`config.mk`:
```
export PLATFORM = sky130hd
export DESIGN_NAME = xiyiji_timer_flat
export DESIGN_NICKNAME = d
export VERILOG_FILES = /design/src/rtl/xiyiji_timer_if.sv /design/src/rtl/xiyiji_timer.sv /design/src/flat_wrapper.sv
export SDC_FILE = /design/constraint.sdc
export NUM_CORES = 1
export LEC_CHECK = 0
export CAP_MARGIN = 0
export CORE_ASPECT_RATIO = 0.75
export CORE_UTILIZATION = 65
export CTS_CLUSTER_DIAMETER = 30
export DETAILED_ROUTE_END_ITERATION = 6
export DONT_BUFFER_PORTS = 1
export PLACE_DENSITY = 0.81
export REMOVE_ABC_BUFFERS = 1
export SYNTH_ARGS = -nofsm -noshare
export SYNTH_HDL_FRONTEND = slang
export SYNTH_SLANG_ARGS = --single-unit
```
`constraint.sdc`:
```
create_clock -name clk -period 6.75 [get_ports clk]
set_input_delay 0.675 -clock clk [delete_from_list [all_inputs] [get_ports clk]]
set_output_delay 0.675 -clock clk [all_outputs]
set_load 0.01 [all_outputs]
```
`src/rtl/xiyiji_timer_if.sv`:
```
// xiyiji_timer_if
// Key inputs and display/status outputs of the wash-time programmer.
//   add, start, emergency : debounced key levels from the debouncers
//   bcd_hi, bcd_lo        : tens / units BCD digits to the seven-segment driver
//   running, paused       : status levels for the RUN and PAUSE states
//   done                  : one-cycle pulse at expiry
//   alarm                 : high for the alarm window after expiry
// master: the key/display side. slave: the timer.
interface xiyiji_timer_if;
  logic       add;
  logic       start;
  logic       emergency;
  logic [3:0] bcd_hi;
  logic [3:0] bcd_lo;
  logic       running;
  logic       paused;
  logic       done;
  logic       alarm;

  modport master (
    output add, start, emergency,
    input  bcd_hi, bcd_lo, running, paused, done, alarm
  );

  modport slave (
    input  add, start, emergency,
    output bcd_hi, bcd_lo, running, paused, done, alarm
  );
endinterface

```
`src/rtl/xiyiji_timer.sv`:
```
// xiyiji_timer
// Two-digit BCD wash-time preset and one-second countdown.
//   clk  : system clock
//   rst  : asynchronous active-high reset
//   bus  : xiyiji_timer_if.slave (keys in, BCD digits and status out)
// Parameters:
//   DIV       : clk cycles per one-second tick (>= 2)
//   ALARM_SEC : alarm duration in ticks (1..15)
//
// state  | meaning
// IDLE   | programming; display shows preset, add edges step it
// RUN    | counting down; display shows remain
// PAUSE  | emergency hold; tick count frozen until start with emergency low
// ALARM  | expired; display 00, alarm high for ALARM_SEC ticks or until start
module xiyiji_timer #(
  parameter int DIV       = 100,
  parameter int ALARM_SEC = 5
) (
  input  logic           clk,
  input  logic           rst,
  xiyiji_timer_if.slave  bus
);

  typedef enum logic [1:0] {
    ST_IDLE  = 2'd0,
    ST_RUN   = 2'd1,
    ST_PAUSE = 2'd2,
    ST_ALARM = 2'd3
  } state_t;

  localparam int             TW         = (DIV > 2) ? $clog2(DIV) : 1;
  localparam logic [TW-1:0]  TICK_LAST  = TW'(DIV - 1);
  localparam logic [3:0]     ALARM_LAST = 4'(ALARM_SEC);

  state_t        state, state_nxt;
  logic [7:0]    preset, preset_nxt;
  logic [7:0]    remain, remain_nxt;
  logic [TW-1:0] tick, tick_nxt;
  logic [3:0]    acnt, acnt_nxt;
  logic          done_nxt;
  logic [7:0]    disp_nxt;

  logic          add_prev, start_prev;
  logic          add_rise, start_rise;
  logic          tick_wrap;
  logic [7:0]    preset_inc;
  logic [7:0]    remain_dec;
  logic [3:0]    acnt_inc;

  function automatic logic [7:0] bcd_inc(input logic [7:0] v);
    logic [7:0] r;
    r = v;
    if (v[3:0] == 4'd9) begin
      r[3:0] = 4'd0;
      r[7:4] = (v[7:4] == 4'd9) ? 4'd0 : v[7:4] + 4'd1;
    end else begin
      r[3:0] = v[3:0] + 4'd1;
    end
    return r;
  endfunction

  // Only ever applied to a non-zero value, so no underflow handling.
  function automatic logic [7:0] bcd_dec(input logic [7:0] v);
    logic [7:0] r;
    r = v;
    if (v[3:0] == 4'd0) begin
      r[3:0] = 4'd9;
      r[7:4] = v[7:4] - 4'd1;
    end else begin
      r[3:0] = v[3:0] - 4'd1;
    end
    return r;
  endfunction

  // Prev registers reset to 1 so a key held through reset release is not an edge.
  assign add_rise   = bus.add & ~add_prev;
  assign start_rise = bus.start & ~start_prev;
  assign tick_wrap  = (tick == TICK_LAST);
  assign preset_inc = bcd_inc(preset);
  assign remain_dec = bcd_dec(remain);
  assign acnt_inc   = acnt + 4'd1;

  always_comb begin
    state_nxt  = state;
    preset_nxt = preset;
    remain_nxt = remain;
    tick_nxt   = tick;
    acnt_nxt   = acnt;
    done_nxt   = 1'b0;
    unique case (state)
      ST_IDLE: begin
        if (start_rise && (preset != 8'h00)) begin
          remain_nxt = preset;
          tick_nxt   = '0;
          state_nxt  = ST_RUN;
        end else if (add_rise) begin
          preset_nxt = preset_inc;
        end
      end
      ST_RUN: begin
        // Emergency wins over a same-cycle tick: no decrement, tick held.
        if (bus.emergency) begin
          state_nxt = ST_PAUSE;
        end else if (tick_wrap) begin
          tick_nxt   = '0;
          remain_nxt = remain_dec;
          if (remain_dec == 8'h00) begin
            state_nxt = ST_ALARM;
            done_nxt  = 1'b1;
            acnt_nxt  = 4'd0;
          end
        end else begin
          tick_nxt = tick + TW'(1);
        end
      end
      ST_PAUSE: begin
        // Tick count is preserved; counting resumes on the cycle after resume.
        if (start_rise && !bus.emergency) begin
          state_nxt = ST_RUN;
        end
      end
      ST_ALARM: begin
        if (start_rise) begin
          state_nxt = ST_IDLE;
          tick_nxt  = '0;
        end else if (tick_wrap) begin
          tick_nxt = '0;
          acnt_nxt = acnt_inc;
          if (acnt_inc == ALARM_LAST) begin
            state_nxt = ST_IDLE;
          end
        end else begin
          tick_nxt = tick + TW'(1);
        end
      end
      default: state_nxt = ST_IDLE;
    endcase
  end

  // Display follows the state being entered so the outputs stay registered
  // yet change on the same edge as the state.
  always_comb begin
    disp_nxt = 8'h00;
    unique case (state_nxt)
      ST_IDLE:  disp_nxt = preset_nxt;
      ST_RUN:   disp_nxt = remain_nxt;
      ST_PAUSE: disp_nxt = remain_nxt;
      ST_ALARM: disp_nxt = 8'h00;
      default:  disp_nxt = 8'h00;
    endcase
  end

  always_ff @(posedge clk or posedge rst) begin
    if (rst) begin
      state       <= ST_IDLE;
      preset      <= 8'h00;
      remain      <= 8'h00;
      tick        <= '0;
      acnt        <= 4'd0;
      add_prev    <= 1'b1;
      start_prev  <= 1'b1;
      bus.bcd_hi  <= 4'd0;
      bus.bcd_lo  <= 4'd0;
      bus.running <= 1'b0;
      bus.paused  <= 1'b0;
      bus.done    <= 1'b0;
      bus.alarm   <= 1'b0;
    end else begin
      state       <= state_nxt;
      preset      <= preset_nxt;
      remain      <= remain_nxt;
      tick        <= tick_nxt;
      acnt        <= acnt_nxt;
      add_prev    <= bus.add;
      start_prev  <= bus.start;
      bus.bcd_hi  <= disp_nxt[7:4];
      bus.bcd_lo  <= disp_nxt[3:0];
      bus.running <= (state_nxt == ST_RUN);
      bus.paused  <= (state_nxt == ST_PAUSE);
      bus.done    <= done_nxt;
      bus.alarm   <= (state_nxt == ST_ALARM);
    end
  end

endmodule

```
`src/flat_wrapper.sv`:
```
// flat-port wrapper written by rule: the top's interface ports become plain ports
module xiyiji_timer_flat 
#(
  parameter int DIV       = 100,
  parameter int ALARM_SEC = 5
)
  (clk, rst, bus_add, bus_start, bus_emergency, bus_bcd_hi, bus_bcd_lo, bus_running, bus_paused, bus_done, bus_alarm);
  xiyiji_timer_if bus_i ();
  input  logic clk;
  input  logic rst;
  input wire logic [$bits(bus_i.add)-1:0] bus_add;
  input wire logic [$bits(bus_i.start)-1:0] bus_start;
  input wire logic [$bits(bus_i.emergency)-1:0] bus_emergency;
  output wire logic [$bits(bus_i.bcd_hi)-1:0] bus_bcd_hi;
  output wire logic [$bits(bus_i.bcd_lo)-1:0] bus_bcd_lo;
  output wire logic [$bits(bus_i.running)-1:0] bus_running;
  output wire logic [$bits(bus_i.paused)-1:0] bus_paused;
  output wire logic [$bits(bus_i.done)-1:0] bus_done;
  output wire logic [$bits(bus_i.alarm)-1:0] bus_alarm;
  assign bus_i.add = bus_add;
  assign bus_i.start = bus_start;
  assign bus_i.emergency = bus_emergency;
  assign bus_bcd_hi = bus_i.bcd_hi;
  assign bus_bcd_lo = bus_i.bcd_lo;
  assign bus_running = bus_i.running;
  assign bus_paused = bus_i.paused;
  assign bus_done = bus_i.done;
  assign bus_alarm = bus_i.alarm;
  xiyiji_timer #(.DIV(DIV), .ALARM_SEC(ALARM_SEC)) u_core (.clk(clk), .rst(rst), .bus(bus_i));
endmodule
```
==> metrics.yaml <==
status: "completed"
synth_area_per_cell_sq_um: 9.84
cts_buffers: 5
setup_violations: 0
syn_area_sq_um: 2380
min_path_cells: 0
drtIter0Drc: 149
cts-htree-levels: 2
async_reset_ff_share_pct: 100
fin_crit_sh_pct: 47.1
row_count: 18
cp-start-kind: "flop"
worstSetupEndpointType: "flop"
syn-instance-count: 242
worstPathMaxFanout: 6
slowest_stage: "dfrtp_1"
insertion_delay_ns: 0.30
period_needed_ns: 3.18
synth_cell_types: 63
place_congestion: 0.946
synthFlopType: "dfrtp_1"
die_h_um: 54.4
post_drt_wl_per_cell_um: 17.6
antenna_found_initial: 0
totalWireLength_um: 5200
hold_violations: 0
grt_max_degree: 44
p_leak_nw: 1.05
ys_seq_area_share_pct: 45.3
yosys_register_bits: 43
grt_pass1_wl_um: 8470
fin_nets: 257
r2r_start: "u_core.remain[4]"
postCtsHoldBufs: 0
final_area_sq_um: 2520
syn_to_final_growth_pct: 5.67
power.density_nw_per_um2: 416
rsz0062_at_grt: "false"
worstPathRequired_ns: 6.97
crit_type: "reg2reg"
maxCapViolCount: 0
cts_sinks: 43
drc: 0
hp-start: "bus_add"
postPlaceCellArea_sq_um: 2410
timing.final.max_slew_violations: 0
port-buffer-count: 0
setup_tns_ns: 0
antenna_cells: 0
firstDrtPassIters: 4
core_sq_um: 3400
cts.clk_slew.worst_paths_ns: 0.08
r2r_cells: 11
grt_usage_pct: 29.9
dieWidth_um: 71.9
tightest_slew_ns: 0.699
crit_start: "u_core.remain[4]"
path_cells: "inv_1, ha_1, and3b_1, a31oi_1, o21ai_0, a311o_1, o21a_1, ha_1, or2_2, a311o_1, o2bb2ai_1"
postCtsSetupRepairBufs: 0
viasPerCell: 6.35
min_path_type: "in2reg"
slowest_delay_ns: 0.47
drive_gt1_share_pct: 10.6
cts_tree: "built"
vdd_drop_max_mv: 0.303
place_hpwl_um: 3710
relSlewSlack_pct: 52.8
cts_resized: 0
ff2ff_setup_slack_ns: 3.57
num_io_pins: 17
ant_nets: 0
dieArea_sq_um: 3910
skew_ns: 0.00447
fmax_ghz: 0.314
synth_edf_count: 0
ys_warn_count: 0
cts_root_buf: "clkbuf_8"
gr-total-overflow: 0
cts_buffer_depth: 2
arrival_ns: 3.40
via_count: 1873
grt_pass1_vias: 1676
start_util_pct: 70.1
-- cells by family after synthesis --
| family | after synthesis | share of synthesized area (%) |
|---|---|---|
| simple gates | 96 | 23.0 |
| compound gates | 64 | 19.3 |
| flops | 43 | 45.3 |
| buf+inv | 20 | 3.83 |
| fa+ha+maj | 8 | 4.20 |
| xor+xnor | 6 | 2.21 |
| mux | 5 | 2.21 |
-- flip-flops by register name, indices dropped and copies added (netlist names) --
signal and cells:
u_core.bus.bcd_lo 4, u_core.state 2, u_core.remain 8, u_core.bus.alarm 1, u_core.tick 7, u_core.add_prev 1, u_core.bus.bcd_hi 4, u_core.bus.paused 1
u_core.preset 8, u_core.acnt 4, u_core.bus.running 1, u_core.bus.done 1, u_core.start_prev 1
-- power by group --
group,leakage [nW],internal (mW),total [mW],switching [mW]
sequential,0.527,0.346,0.476,0.130
combinational,0.474,0.166,0.390,0.224
clock,0.0505,0.0930,0.181,0.0876
-- layer usage --
metal / routed length (um) / track usage [%] / share of wire, % / vias up
met5: 0 / 0 / 0 / -
met1: 2650 / 45.7 / 51 / 891
met2: 2090 / 42.5 / 40 / 79
met3: 374 / 5.71 / 7.2 / 8
li1: - / - / - / 895
met4: 81 / 10.1 / 1.6 / 0
-- final cells by class --
type | count | area, sq um
Clock inverter | 1 | 7.51
Fill cell | 253 | 883
Tap cell | 50 | 62.6
Inverter | 14 | 52.6
Clock buffer | 7 | 96.3
Timing Repair Buffer | 1 | 7.51
Multi-Input combinational cell | 179 | 1210
Sequential cell | 43 | 1080
-- per-stage QoR --
stage                     util, %  hold slack (ns)  power, mW  setup WS, ns  cells
final                        74.0            0.364       1.05          3.57    295
after global routing         74.0            0.352       1.12          3.40    295
after CTS                    74.0            0.358       1.04          3.62    295
after detailed placement     71.0            0.511      0.850          3.68    287
after global placement       71.0            0.493      0.833          3.77    287
after floorplan                 -            0.472      0.737          4.05    236
-- synth_stat cells (3+ instances only) --
library cell | number | area, sq um
o21ai_1 | 4 | 20.0
o21ai_0 | 15 | 75.1
nand2_1 | 20 | 75.1
o31ai_1 | 4 | 30.0
inv_1 | 14 | 52.6
mux2i_1 | 3 | 30.0
o2bb2ai_1 | 3 | 26.3
or2_2 | 4 | 25.0
nor2b_1 | 3 | 18.8
nand4_1 | 3 | 18.8
a22o_1 | 5 | 43.8
o211ai_1 | 3 | 22.5
a21oi_1 | 4 | 20.0
nand3_1 | 7 | 35.0
dfrtp_1 | 41 | 1030
nor2_1 | 24 | 90.1
ha_1 | 8 | 100
xnor2_1 | 4 | 35.0
nand2b_1 | 7 | 43.8
or4_1 | 6 | 45.0
and3_1 | 3 | 18.8
a21o_1 | 3 | 22.5
-- worst paths after layout --
path,endpoint
min,u_core.add_prev
max reg2reg,u_core.bus.bcd_hi[2]
max,u_core.bus.bcd_hi[2]
min in group asynchronous,u_core.acnt[1]
min reg2reg,u_core.acnt[3]
max in group asynchronous,u_core.start_prev
-- worst max-delay path: cells and delay by family, from the launching register on --
kind / cells / cell delay, ns
buf+inv: 1 / 0.08
simple gates: 2 / 0.53
fa+ha+maj: 2 / 0.55
flops: 1 / 0.47
compound gates: 6 / 1.49
-- layout by cell type, fill, tap and decap left out, drive strengths merged, types with 2 or more instances in the layout --
cell / n
mux2i: 3
nor2b: 3
inv: 14
a31oi: 2
a311o: 2
nand3: 7
a21oi: 4
o21a: 2
and3: 3
xor2: 2
nand4: 3
nand2b: 7
ha: 8
dfstp: 2
a311oi: 2
mux2: 2
nor4bb: 2
nor2: 24
nor3: 2
dfrtp: 41
xnor2: 4
a21boi: 2
a21o: 3
o21ai: 19
or4: 7
nand2: 20
or2: 4
nor4: 3
o2bb2ai: 3
nor3b: 2
o31ai: 4
a211o: 2
clkbuf: 7
o211ai: 4
a22o: 5
No activity file was read; power rests on OpenSTA's default activity.
